$ cat src/rtl/data_mem_ctrl.sv
// Data-memory controller between the core and a handshaked RAM.
// Stores are posted into a small circular write buffer and drained to RAM in
// order. Loads that hit the buffer are forwarded from the youngest matching
// entry; load misses wait until the buffer is empty and then issue a RAM read.
module data_mem_ctrl #(
    parameter int DEPTH = 4
) (
    input  logic        clk,
    input  logic        rst,
    input  logic        WR,
    input  logic        MemtoReg,
    input  logic [7:0]  address,
    input  logic [31:0] writeData,
    output logic [31:0] readData,
    output logic        stall,
    output logic        ram_req,
    output logic        ram_we,
    output logic [7:0]  ram_addr,
    output logic [31:0] ram_wdata,
    input  logic [31:0] ram_rdata,
    input  logic        ram_ack
);

    localparam int PW = (DEPTH > 1) ? $clog2(DEPTH) : 1;
    localparam int CW = $clog2(DEPTH + 1);

    typedef enum logic [1:0] {
        IDLE,
        WR_BUSY,
        RD_BUSY
    } state_t;

    state_t            state;

    logic [7:0]        buf_addr [DEPTH];
    logic [31:0]       buf_data [DEPTH];
    logic [DEPTH-1:0]  buf_valid;
    logic [PW-1:0]     head;
    logic [PW-1:0]     tail;
    logic [CW-1:0]     count;
    logic [31:0]       rd_hold;

    logic              load_req;
    logic              full;
    logic              push;
    logic              pop;
    logic              rd_done;
    logic              hit;
    logic [31:0]       hit_data;
    logic [PW-1:0]     scan_idx;

    // MemtoReg is ignored whenever a store is requested.
    assign load_req = MemtoReg && !WR;
    // Fullness comes from the registered count, so a pop in the same cycle
    // cannot make room for the incoming store.
    assign full     = (count == CW'(DEPTH));
    assign push     = rst && WR && !full;
    assign pop      = (state == WR_BUSY) && ram_ack;
    assign rd_done  = (state == RD_BUSY) && ram_ack;

    // Scan the buffer oldest-to-youngest so the youngest matching entry wins.
    always_comb begin
        hit      = 1'b0;
        hit_data = '0;
        scan_idx = head;
        for (int i = 0; i < DEPTH; i++) begin
            scan_idx = head + PW'(i);
            if (buf_valid[scan_idx] && (buf_addr[scan_idx] == address)) begin
                hit      = 1'b1;
                hit_data = buf_data[scan_idx];
            end
        end
    end

    // Stall on a store to a full buffer, or on a load that neither hits the
    // buffer nor completes this cycle; never stall while reset is asserted.
    always_comb begin
        stall = 1'b0;
        if (!rst) begin
            stall = 1'b0;
        end else if (WR) begin
            stall = full;
        end else if (MemtoReg && !hit) begin
            stall = !rd_done;
        end
    end

    // Forwarded hit data or RAM data in the ack cycle, else the last returned value.
    always_comb begin
        readData = rd_hold;
        if (load_req && hit) begin
            readData = hit_data;
        end else if (load_req && rd_done) begin
            readData = ram_rdata;
        end
    end

    // Buffer control: pointers, occupancy and per-entry valid bits.
    always_ff @(posedge clk) begin
        if (!rst) begin
            head      <= '0;
            tail      <= '0;
            count     <= '0;
            buf_valid <= '0;
        end else begin
            if (push) begin
                tail            <= tail + PW'(1);
                buf_valid[tail] <= 1'b1;
            end
            if (pop) begin
                head            <= head + PW'(1);
                buf_valid[head] <= 1'b0;
            end
            case ({push, pop})
                2'b10:   count <= count + CW'(1);
                2'b01:   count <= count - CW'(1);
                default: count <= count;
            endcase
        end
    end

    // Buffer payload storage; contents are meaningless unless the valid bit is set.
    always_ff @(posedge clk) begin
        if (push) begin
            buf_addr[tail] <= address;
            buf_data[tail] <= writeData;
        end
    end

    // Registered copy of the last value returned to the core.
    always_ff @(posedge clk) begin
        if (!rst) begin
            rd_hold <= '0;
        end else if (load_req && (hit || rd_done)) begin
            rd_hold <= readData;
        end
    end

    // RAM sequencer: drain has priority over loads, and IDLE is always
    // revisited between transactions so ram_req drops for at least one cycle.
    always_ff @(posedge clk) begin
        if (!rst) begin
            state     <= IDLE;
            ram_req   <= 1'b0;
            ram_we    <= 1'b0;
            ram_addr  <= '0;
            ram_wdata <= '0;
        end else begin
            case (state)
                IDLE: begin
                    if (count != '0) begin
                        ram_req   <= 1'b1;
                        ram_we    <= 1'b1;
                        ram_addr  <= buf_addr[head];
                        ram_wdata <= buf_data[head];
                        state     <= WR_BUSY;
                    end else if (push) begin
                        // Empty buffer: the entry being pushed is the head.
                        ram_req   <= 1'b1;
                        ram_we    <= 1'b1;
                        ram_addr  <= address;
                        ram_wdata <= writeData;
                        state     <= WR_BUSY;
                    end else if (load_req && !hit) begin
                        ram_req   <= 1'b1;
                        ram_we    <= 1'b0;
                        ram_addr  <= address;
                        state     <= RD_BUSY;
                    end
                end
                WR_BUSY: begin
                    if (ram_ack) begin
                        ram_req <= 1'b0;
                        ram_we  <= 1'b0;
                        state   <= IDLE;
                    end
                end
                RD_BUSY: begin
                    if (ram_ack) begin
                        ram_req <= 1'b0;
                        ram_we  <= 1'b0;
                        state   <= IDLE;
                    end
                end
                default: begin
                    ram_req <= 1'b0;
                    ram_we  <= 1'b0;
                    state   <= IDLE;
                end
            endcase
        end
    end

endmodule
$ cat config.mk
export PLATFORM = sky130hd
export DESIGN_NAME = data_mem_ctrl
export DESIGN_NICKNAME = d
export VERILOG_FILES = /design/src/rtl/data_mem_ctrl.sv
export SDC_FILE = /design/constraint.sdc
export NUM_CORES = 1
export LEC_CHECK = 0
export CAP_MARGIN = 0
export CORE_MARGIN = 5
export CORE_UTILIZATION = 45
export CTS_BUF_LIST = sky130_fd_sc_hd__clkbuf_4 sky130_fd_sc_hd__clkbuf_8
export DETAILED_ROUTE_END_ITERATION = 8
export GPL_ROUTABILITY_DRIVEN = 0
export HOLD_SLACK_MARGIN = 0.03
export PLACE_DENSITY = 0.65
export SYNTH_ARGS = -nofsm -noshare
export SYNTH_HDL_FRONTEND = slang
export SYNTH_SLANG_ARGS = --single-unit
$ cat constraint.sdc
create_clock -name clk -period 6.5 [get_ports clk]
set_clock_uncertainty 0.05 [all_clocks]
set_input_delay 1.3 -clock clk [delete_from_list [all_inputs] [get_ports clk]]
set_output_delay 1.3 -clock clk [all_outputs]
set_load 0.01 [all_outputs]
==> key figures <==
Status
  – Status: complete, no violations

Place
  – Hpwl dp: roughly 28 mm
  – PortBufs: 151
  – DP Worst Slack: 0.237 ns
  – Placed Area: 17100 um2

Cells and area
  – Fraction of layout cells with a size suffix above 1: 22.7%
  – Synth-to-Final Area Change: 18.6%
  – Fin util: 53.8%
  – FILL cells: around 2900
  – Cell area after layout: 17900 um2
  – Fin nets: 1450

Timing
  – Slew HR: 10.9%
  – WHS: between 0.4 and 0.5 ns
  – Least-Margin Pin Slew: 1.33 ns
  – Final hold viol count: 0
  – Final worst-path cycle share: a little over nine tenths
  – Unrepaired setup endpoints after global routing: false
  – Fin crit period: 6.19 ns
  – Setup TNS: 0 ns
  – Max Slew Vio Count: 0
  – Slack of the critical path: 0.308 ns
  – Fmax achieved: 161 MHz
  – Final setup vio count: 0

Synthesis
  – FF+latch count, synth: approximately 250
  – Post-Syn Instances: 1240
  – Dominant cell type by area after synthesis: edfxtp_1
  – Mapped Area: 15100 um2
  – Synth Flop Type: edfxtp_1
  – Yosys top cell area share: 31.7%
  – Yosys synthesis warning count: 0
  – Post-synthesis sequential area ratio: 43.4%
  – Mapped Nets: approximately 1300
  – Synth Area per Inst: 12.2 um2
  – Cells taking the most area after synthesis: edfxtp_1, mux4_2, dfxtp_1
  – Synth unique cells: 63
  – Asr flop ratio synth: 0%
  – Number of synthesized flops with an enable pin: 160

Setup path
  – Critical Path RT: just over 5 ns
  – Worst r2r path cells: 9
  – Startpoint types: input port
  – Crit. End Element: primary output
  – WP data arrival: just under 5 ns
  – RR Endpoint: ram_addr[5]
  – Worst r2r src: head[0]
  – Crit Path Max Fanout: 13
  – Setup CP Type: in -> out
  – Reg2Reg Setup Slack: about 2.3 ns

Global routing
  – Largest net degree at the start of global routing: 69
  – Antenna violations before repair: 3
  – Global-route wire length before repair: 67.7 mm
  – Vias in the first global route: 11600
  – Tot GR Track Use: 22.6%
  – Total congestion overflow: 0

CTS
  – CTS sink cnt: 248
  – Root buffer cell: clkbuf_8
  – CTS tree: done
  – Clock latency on the worst-skew pair: 0.55 ns
  – Clk slew on worst S/H paths: about 0.060 ns
  – Longest Clk Path Bufs: 3
  – CTS buffer count: 43
  – H-tree levels: 2

Power and ir drop
  – Internal power: 3.61 mW
  – Power per Cell Area: 304 nW/um2
  – Comb pwr share: 37.0%
  – Net Sw Power: ~1.9 mW
  – Clock power share: 26.1%
  – Leak pwr: 5.73 nW
  – Sequential Power Share: 36.9%
  – IR drop worst, VDD: 0.174 mV
  – Sw frac: around 34%

Route
  – Drt pass-1 iters: 5
  – # DRC: 0
  – Via count: about 11000
  – WL/cell: 23.6 um
  – Final antenna-violating net count: 0
  – Drt initial violations: 809
  – WL final: 43.6 mm
  – Vias per Instance: 6.23

Worst hold path
  – HP Class: reg -> reg
  – Min-Delay Path Depth: 2
  – Min-Delay Startpoint: ram_wdata[17]
  – WHS Endpoint: ram_wdata[17]

Floorplan
  – Die Wd: 193 um
  – IO Pins: 152
  – Core Area: 33400 um2
  – Initial Utilization: a little under half
  – Die height: ~190 um
  – Die ar.: 37400 um2
  – Rows: 67

Flow run
  – Max-cap violations: 0
-- per-stage QoR --
stage          total power, mW  cells
6_report                  5.46   1844
5_1_grt                   5.75   1844
3_5_place_dp              4.06   1762
4_1_cts                   5.50   1842
3_3_place_gp              4.04   1762
2_1_floorplan             3.33   1240
-- final cells by class --
| cell class | instances | area, um2 | share of cell area, % |
|---|---|---|---|
| clock buffers | 56 | 727 | 4.05 |
| repair buffers | 197 | 1910 | 10.6 |
| inverters | 15 | 56.3 | 0.314 |
| clock inverters | 24 | 133 | 0.739 |
| diodes | 1 | 2.50 | 0.0139 |
| well taps | 448 | 561 | 3.12 |
| multi-input cells | 855 | 7990 | 44.5 |
| flip-flops and latches | 248 | 6570 | 36.6 |
-- worst max-delay path, stage by stage --
cell and delay [ns]:
clkdlybuf4s50_1 0.69, xor2_1 0.28, o211a_1 0.15, o21ai_1 0.17, or2_1 0.56, nor3_2 0.12
buf_4 0.22, a2111oi_1 0.61, o21ai_0 0.20, clkdlybuf4s50_1 0.51
-- cells in the mapped netlist (all sizes together) (3+ instances only) --
cell and count:
a2111oi 19, nand3 64, o21ai 92, a211oi 4, o311a 5, buf 64
nor4bb 12, nand2b 4, a21oi 8, mux2i 48, nand2 132, inv 14
clkbuf 58, nor2 52, xor2 25, nor4b 13, nand4 5, and2 7
mux4 143, and3 36, dfxtp 88, a31oi 3, o211ai 18, or3 18
xnor2 24, a311oi 32, a221oi 3, mux2 35, nor3 9, edfxtp 160
nor2b 5, ha 12
-- how the worst max path moves through the flow --
stage                    start           end  slack [ns]  depth (start not counted)
global placement    address[0]  readData[31]        0.31                         10
global route           head[0]   readData[4]       0.003                         10
CTS                    head[0]  readData[31]        0.02                         10
detailed placement  address[0]  readData[31]        0.24                         10
floorplan              head[1]  readData[11]        1.36                         13
finish              address[0]  readData[31]        0.31                         10
-- layer usage --
layer	share of wire [%]	track usage [%]	up-vias
met5	0.053	0	-
met4	3.1	7.13	4
met3	8.1	5.37	91
met2	48	37.9	547
met1	40	29.4	5717
li1	-	-	5125
-- repair_timing --
action | CTS | global route
gates resized for setup | 0 | 2
setup buffers | 0 | 1
hold buffers | 0 | 0
endpoints found under the setup margin | 0 | 18
-- registers in the layout, summed over array words and instances, names as in the netlist, named ones only --
signal,flops
buf_data,128
buf_addr,32
ram_wdata,32
rd_hold,32
ram_addr,8
buf_valid,4
count,3
head,2
state,2
tail,2
ram_req,1
-- power by group through the flow --
stage          logic [mW]  clock network, mW  registers [mW]
2_1_floorplan        1.28                  0            2.05
3_3_place_gp         1.99                  0            2.05
3_5_place_dp         2.01                  0            2.05
4_1_cts              2.02               1.46            2.02
5_1_grt              2.18               1.53            2.04
6_report             2.02               1.42            2.02
-- logic make-up after synthesis --
kind of cell,synth area share [%]
flip-flops,43.4
multiplexers,27.1
AND/OR/NAND/NOR,12.1
adder cells (fa/ha/maj),1.12
XOR/XNOR,2.84
AO/OA/AOI/OAI,9.22
buffers and inverters,4.21
-- placed cells by master, fill, tap and decap left out, types with 3 or more instances in the layout --
cell             count
nand2_1            132
nor2_1              52
dfxtp_2              3
clkbuf_4             7
clkbuf_8            49
edfxtp_1           160
inv_2                3
nor3_1               7
o211ai_1            18
inv_1               12
a2111oi_0           17
a221oi_1             3
clkdlybuf4s50_1    150
or3_1               17
nor4bb_1            12
nor2b_1              4
and3_1              36
a21oi_1              8
xnor2_1             24
clkinv_2             6
dfxtp_1             84
and2_1               3
mux2i_1             47
a311oi_1            32
nand4_1              5
and2_2               4
nand2b_1             4
o311a_1              5
nand3_1             63
mux2_2              35
a211oi_1             4
ha_1                11
buf_12               4
xor2_1              25
mux4_2             142
clkinv_1            15
o21ai_1             46
buf_4               41
o21ai_0             44
nor4b_1             12
No activity file was read; power rests on OpenSTA's default activity.
